<file path="src/rtl/mmio_dmem_pkg.sv">
// Shared MMIO address map and verdict constants for the data memory block.
package mmio_dmem_pkg;

   localparam logic [31:0] FIFO_PUSH = 32'hFFFF_FFF0;
   localparam logic [31:0] FIFO_STAT = 32'hFFFF_FFF4;
   localparam logic [31:0] TEST_END  = 32'hFFFF_FFFC;
   localparam logic [31:0] PASS_CODE = 32'd1;

endpackage

</file>
<file path="src/rtl/mmio_dmem_fifo.sv">
// Result FIFO: power-of-two depth, registered output, no bypass.
module sync_fifo #(
   parameter int WIDTH = 32,
   parameter int DEPTH = 8
) (
   input  logic                     clk,
   input  logic                     reset,
   input  logic                     push,
   input  logic                     pop,
   input  logic [WIDTH-1:0]         din,
   output logic [WIDTH-1:0]         dout,
   output logic                     full,
   output logic                     empty,
   output logic [$clog2(DEPTH):0]   count
);

   localparam int AW = $clog2(DEPTH);

   logic [WIDTH-1:0] mem_q [DEPTH];
   logic [AW-1:0]    wr_q, wr_d;
   logic [AW-1:0]    rd_q, rd_d;
   logic [AW:0]      cnt_q, cnt_d;
   logic             do_push, do_pop;

   // A full FIFO still accepts a push when the head leaves this cycle.
   always_comb begin
      do_pop  = pop && (cnt_q != '0);
      do_push = push && ((cnt_q != (AW+1)'(DEPTH)) || do_pop);
      wr_d    = wr_q;
      rd_d    = rd_q;
      cnt_d   = cnt_q;
      if (do_push) wr_d = wr_q + AW'(1);
      if (do_pop)  rd_d = rd_q + AW'(1);
      if (do_push && !do_pop) cnt_d = cnt_q + (AW+1)'(1);
      if (!do_push && do_pop) cnt_d = cnt_q - (AW+1)'(1);
   end

   always_ff @(posedge clk) begin
      if (reset) begin
         wr_q  <= '0;
         rd_q  <= '0;
         cnt_q <= '0;
      end else begin
         wr_q  <= wr_d;
         rd_q  <= rd_d;
         cnt_q <= cnt_d;
      end
   end

   always_ff @(posedge clk) begin
      if (!reset && do_push) mem_q[wr_q] <= din;
   end

   assign dout  = mem_q[rd_q];
   assign full  = (cnt_q == (AW+1)'(DEPTH));
   assign empty = (cnt_q == '0);
   assign count = cnt_q;

endmodule

</file>
<file path="src/rtl/mmio_dmem.sv">
// Data RAM with MMIO result FIFO and test-end verdict register.
module mmio_dmem
   import mmio_dmem_pkg::*;
#(
   parameter int DEPTH_WORDS = 64,
   parameter int FIFO_DEPTH  = 8
) (
   input  logic        clk,
   input  logic        reset,
   input  logic        memwrite,
   input  logic [31:0] dataadr,
   input  logic [31:0] writedata,
   output logic [31:0] readdata,
   output logic        out_valid,
   output logic [31:0] out_data,
   input  logic        out_ready,
   output logic        done,
   output logic        pass,
   output logic        overflow,
   output logic        misalign
);

   localparam int AW = $clog2(DEPTH_WORDS);
   localparam int CW = $clog2(FIFO_DEPTH) + 1;

   logic [31:0]   RAM [DEPTH_WORDS];
   logic [AW-1:0] widx;
   logic          aligned, in_ram;
   logic          ram_we, push_req, end_req;
   logic          f_full, f_empty;
   logic [CW-1:0] f_count;
   logic          done_q, done_d;
   logic          pass_q, pass_d;
   logic          ovf_q, ovf_d;
   logic          mis_q, mis_d;

   assign widx     = dataadr[AW+1:2];
   assign aligned  = (dataadr[1:0] == 2'b00);
   assign in_ram   = (dataadr < 32'(4 * DEPTH_WORDS));
   assign ram_we   = memwrite && aligned && in_ram;
   assign push_req = memwrite && aligned && (dataadr == FIFO_PUSH);
   assign end_req  = memwrite && aligned && (dataadr == TEST_END);

   always_ff @(posedge clk) begin
      if (!reset && ram_we) RAM[widx] <= writedata;
   end

   always_comb begin
      readdata = '0;
      if (in_ram)
         readdata = RAM[widx];
      else if (dataadr == FIFO_STAT)
         readdata = 32'(f_count);
   end

   sync_fifo #(
      .WIDTH (32),
      .DEPTH (FIFO_DEPTH)
   ) u_fifo (
      .clk   (clk),
      .reset (reset),
      .push  (push_req),
      .pop   (out_ready),
      .din   (writedata),
      .dout  (out_data),
      .full  (f_full),
      .empty (f_empty),
      .count (f_count)
   );

   assign out_valid = !f_empty;

   // First verdict wins; flags are sticky until reset.
   always_comb begin
      done_d = done_q;
      pass_d = pass_q;
      ovf_d  = ovf_q;
      mis_d  = mis_q;
      if (memwrite && !aligned) mis_d = 1'b1;
      if (push_req && f_full && !(out_ready && !f_empty)) ovf_d = 1'b1;
      if (end_req && !done_q) begin
         done_d = 1'b1;
         pass_d = (writedata == PASS_CODE);
      end
   end

   always_ff @(posedge clk) begin
      if (reset) begin
         done_q <= 1'b0;
         pass_q <= 1'b0;
         ovf_q  <= 1'b0;
         mis_q  <= 1'b0;
      end else begin
         done_q <= done_d;
         pass_q <= pass_d;
         ovf_q  <= ovf_d;
         mis_q  <= mis_d;
      end
   end

   assign done     = done_q;
   assign pass     = pass_q;
   assign overflow = ovf_q;
   assign misalign = mis_q;

endmodule

</file>
<file path="config.mk">
export PLATFORM = sky130hd
export DESIGN_NAME = mmio_dmem
export DESIGN_NICKNAME = d
export VERILOG_FILES = /design/src/rtl/mmio_dmem_pkg.sv /design/src/rtl/mmio_dmem_fifo.sv /design/src/rtl/mmio_dmem.sv
export SDC_FILE = /design/constraint.sdc
export NUM_CORES = 2
export LEC_CHECK = 0
export BUFFER_PORTS_ARGS = -buffer_cell sky130_fd_sc_hd__buf_2
export CELL_PAD_IN_SITES_DETAIL_PLACEMENT = 0
export CELL_PAD_IN_SITES_GLOBAL_PLACEMENT = 2
export CORE_MARGIN = 5
export CORE_UTILIZATION = 55
export CTS_CLUSTER_SIZE = 20
export DETAILED_ROUTE_END_ITERATION = 8
export PLACE_DENSITY_LB_ADDON = 0.1
export SYNTH_ARGS = -nofsm -noshare
export SYNTH_HDL_FRONTEND = slang
export SYNTH_HIERARCHICAL = 1
export SYNTH_SLANG_ARGS = --single-unit
</file>
<file path="constraint.sdc">
create_clock -name clk -period 16.5 [get_ports clk]
set_clock_uncertainty 0.1 [all_clocks]
set_input_delay 0 -clock clk [delete_from_list [all_inputs] [get_ports clk]]
set_output_delay 0 -clock clk [all_outputs]
set_load 0.01 [all_outputs]
</file>
==> flow_summary_export.csv <==
group,metric,value,unit
logic_synthesis,seq_area_frac_synth,0.778,
route,routed_via_density,6.63,
place,place_area,93400,um2
clocking,cts_buffers,224,
finish,final_cell_mix,"2304 x edfxtp_1, 583 x mux4_2, 226 x clkbuf_16, 152 x buf_4, 132 x buf_2",
floorplan,num_io_pins,137,
finish,final_cell_area,101000,um2
timing,setup_violations,0,
logic_synthesis,yosys_register_bits,2321,
clocking,cts.sinks,2321,
worst_setup_path,path_delay_family,"buffers and inverters",
clocking,htreeDepth,4,
global_routing,grt_max_degree,102,
logic_synthesis,synth_warnings,6,
logic_synthesis,synth.avg_cell_area,23.6,um2
logic_synthesis,ys_types,63,
power,finalPower,0.0122,W
finish,seqCellArea,69500,um2
timing,fin_crit_sh,0.313,
min_path,hold_class,"input pin to flip-flop",
worst_setup_path,path_common_cell,"dlygate4sd3_1",
place,dp_cells,6042,
worst_setup_path,cp-start-kind,"input pin",
logic_synthesis,netlist_area,89300,um2
route,drtIter0Drc,5874,
power,p_comb_frac,0.062,
worst_setup_path,cp_data_arrival_time,5510,ps
min_path,holdPathEnd,"u_fifo/rd_q[0]",
floorplan,chipHeight,413,um
floorplan,initial_core_util,0.551,
logic_synthesis,syn_inst,3782,
finish,multiInputGateArea,19200,um2
worst_setup_path,cp_cell_sequence,"dlygate4sd3_1 -> buf_2 -> nand4_1 -> dlygate4sd3_1 -> nor4_1 -> dlygate4sd3_1 -> nand2_1 -> dlygate4sd3_1 -> nor2_1 -> o211ai_1 -> nor2_4",
floorplan,core_area,162000,um2
route,drc_errors,0,
route,firstDrtPassIters,6,
logic_synthesis,yosys.area_share.adder,0.000784,
place,dp_hpwl,129000,um
worst_setup_path,reg2reg_to,"u_fifo/mem_q[5][6]",
route,wl,236000,um
clocking,cts_tree,"done",
finish,fillers,10900,
global_routing,grt-ovfl-total,0,
power,pwr_density_cell,121,nW/um2
power,pwr-share-clk,0.404,
logic_synthesis,synth-simple-area-share,0.0159,
place,gp_congestion,0.808,
worst_setup_path,crit_fanout,32,
worst_setup_path,required,16850,ps
worst_setup_path,r2r_cells,3,
worst_setup_path,rr_startpoint,"u_fifo/count[1]",
timing,slew_headroom,0.0639,
global_routing,grt_pass1_vias,43800,
clocking,cts_root_buf,"clkbuf_16",
timing,hold_viol,0,
clocking,post-cts-setup-buffers,0,
min_path,min_from,"out_ready",
route,wl_per_cell,36.3,um
worst_setup_path,slowest_delay,1040,ps
logic_synthesis,syn_nets,3855,
logic_synthesis,synthMuxAreaShare,0.180,
power,switching_share,0.216,
worst_setup_path,crit_slowest_cell,"nor2_4",
route,drtAntennaViolNets,0,
place,place_ws,11470,ps
finish,final_nets,4220,
logic_synthesis,synth_enable_flop_cells,2304,
logic_synthesis,synth-compound-area-share,0.0117,
timing,tightest_slew,1400,ps
timing,post-route-min-period,5160,ps
power,p_int,0.00955,W
clocking,path_clk_slew,60,ps
status,status,"finished clean",
worst_setup_path,path_buf_inv,5,
timing,max_freq,194,MHz
global_routing,antenna_found_initial,11,
finish,layout_commonest_cell,"edfxtp_1",
timing,layout_setup_ws,11340,ps
floorplan,die_w,413,um
logic_synthesis,synth_ff_type,"edfxtp_1",
clocking,clockBufferDepth,3,
timing,rsz0062_at_grt,"false",
flow_run,cap_violations,0,
timing,slew_violations,0,
power,p_seq_frac,0.534,
floorplan,dieArea,171000,um2
timing,fin_tns_setup,0,ps
route,via_count,43200,
power,power_leakage,31.6,nW
floorplan,num_rows,148,
finish,drive_above_1_share,0.306,
global_routing,track_usage,0.282,
worst_setup_path,r2r_setup_slack,13710,ps
logic_synthesis,synthXorXnorAreaFrac,0.000686,
clocking,clock_latency,860,ps
place,portBuffers,136,
power,vdd_drop_max,140,uV
min_path,holdPathStages,5,
worst_setup_path,path_class,"input pin to flip-flop",
finish,final_cells,6515,
global_routing,grt_pass1_wl,333000,um
power,switchingPower,0.00263,W
worst_setup_path,worstSetupEndpointType,"flip-flop",
logic_synthesis,synth_top_family_by_area,"multiplexers",
logic_synthesis,async_flop_share,0,
finish,syn_to_final_growth,13.1,%
-- layout make-up --
cell class / count / area share
sequential: 2321 / 0.688
multi-input combinational: 1245 / 0.190
clock buffer: 287 / 0.0588
tap: 2175 / 0.0269
timing repair buffer: 344 / 0.0242
clock inverter: 129 / 0.0109
inverter: 11 / 0.000409
antenna: 3 / 0.0000743
-- per-stage QoR --
stage | util | hold slack (ps)
CTS | 0.623 | 34.5
global route | 0.623 | 84.5
detailed placement | 0.577 | 189
finish | 0.623 | 85.4
global placement | 0.576 | 178
floorplan | - | -30.9
-- tightest hold or removal path, stage by stage --
cell           delay [ps]
dlygate4sd3_1         530
buf_2                 180
o21ai_2               110
xor2_1                 90
nor2_1                 80
-- synthesized netlist by cell type (5+ instances only) --
| master | instances | area share |
|---|---|---|
| edfxtp_1 | 2304 | 0.77 |
| mux4_2 | 583 | 0.15 |
| mux2i_1 | 130 | 0.015 |
| nor2_1 | 124 | 0.0052 |
| clkbuf_1 | 62 | 0.0026 |
| buf_2 | 56 | 0.0031 |
| mux2_2 | 51 | 0.0064 |
| buf_4 | 47 | 0.0039 |
| a22oi_1 | 43 | 0.0036 |
| mux4_1 | 40 | 0.012 |
| nand3_1 | 34 | 0.0019 |
| buf_1 | 26 | 0.0011 |
| nand4_1 | 23 | 0.0016 |
| nand2_1 | 21 | 0.00088 |
| nor4_1 | 21 | 0.0015 |
| o22ai_1 | 21 | 0.0015 |
| a21oi_1 | 17 | 0.00095 |
| dfxtp_1 | 17 | 0.0038 |
| a211oi_1 | 15 | 0.0013 |
| o211ai_1 | 14 | 0.0012 |
| buf_6 | 13 | 0.0016 |
| inv_1 | 11 | 0.00046 |
| nor3_1 | 11 | 0.00062 |
| o21ai_0 | 10 | 0.00056 |
| nand3b_1 | 7 | 0.00059 |
| nor3b_1 | 7 | 0.00059 |
| or3_1 | 5 | 0.00035 |
-- routing by layer --
metal / global-route usage / part of all wire / up-vias / wire length (um)
met5: 0 / 0 / - / 0
met4: 0.0745 / 0.027 / 0 / 6420
met3: 0.0511 / 0.089 / 350 / 21000
met2: 0.453 / 0.49 / 2208 / 116000
met1: 0.407 / 0.39 / 23600 / 93300
li1: - / - / 17000 / -
-- power by group through the flow --
stage	combinational [W]	sequential (W)	clock (W)
after floorplan	0.000477	0.00662	0
after global placement	0.000734	0.00663	0
after detailed placement	0.000750	0.00663	0
after CTS	0.000763	0.00650	0.00499
after global routing	0.000802	0.00650	0.00526
final	0.000753	0.00650	0.00493
-- worst max path at each step --
stage                     start                 end  slack [ps]  depth (start not counted)
finish              dataadr[18]  u_fifo/mem_q[5][6]       11340                         11
global route         dataadr[2]         readdata[4]       11110                         10
CTS                 dataadr[18]  u_fifo/mem_q[5][6]       11450                         11
detailed placement   dataadr[2]         readdata[4]       11470                         10
global placement     dataadr[2]         readdata[4]       11490                         10
floorplan            dataadr[4]  u_fifo/mem_q[0][0]       11030                         10
-- kinds of logic after synthesis --
kind of cell | Yosys count
xor+xnor | 7
flops | 2321
fa+ha+maj | 5
mux | 804
compound gates | 145
buf+inv | 216
simple gates | 284
-- what timing repair did --
action / CTS / global route
hold buffers: 54 / 0
resized for setup: 0 / 0
hold endpoints to repair: 2164 / 0
-- state kept, by name, summed over array words and instances (netlist names), 3 cells and up, named ones only --
name,count
RAM,2048
u_fifo/mem_q,256
u_fifo/count,4
u_fifo/rd_q,3
u_fifo/wr_q,3
Power figures use the tool's default switching activity.
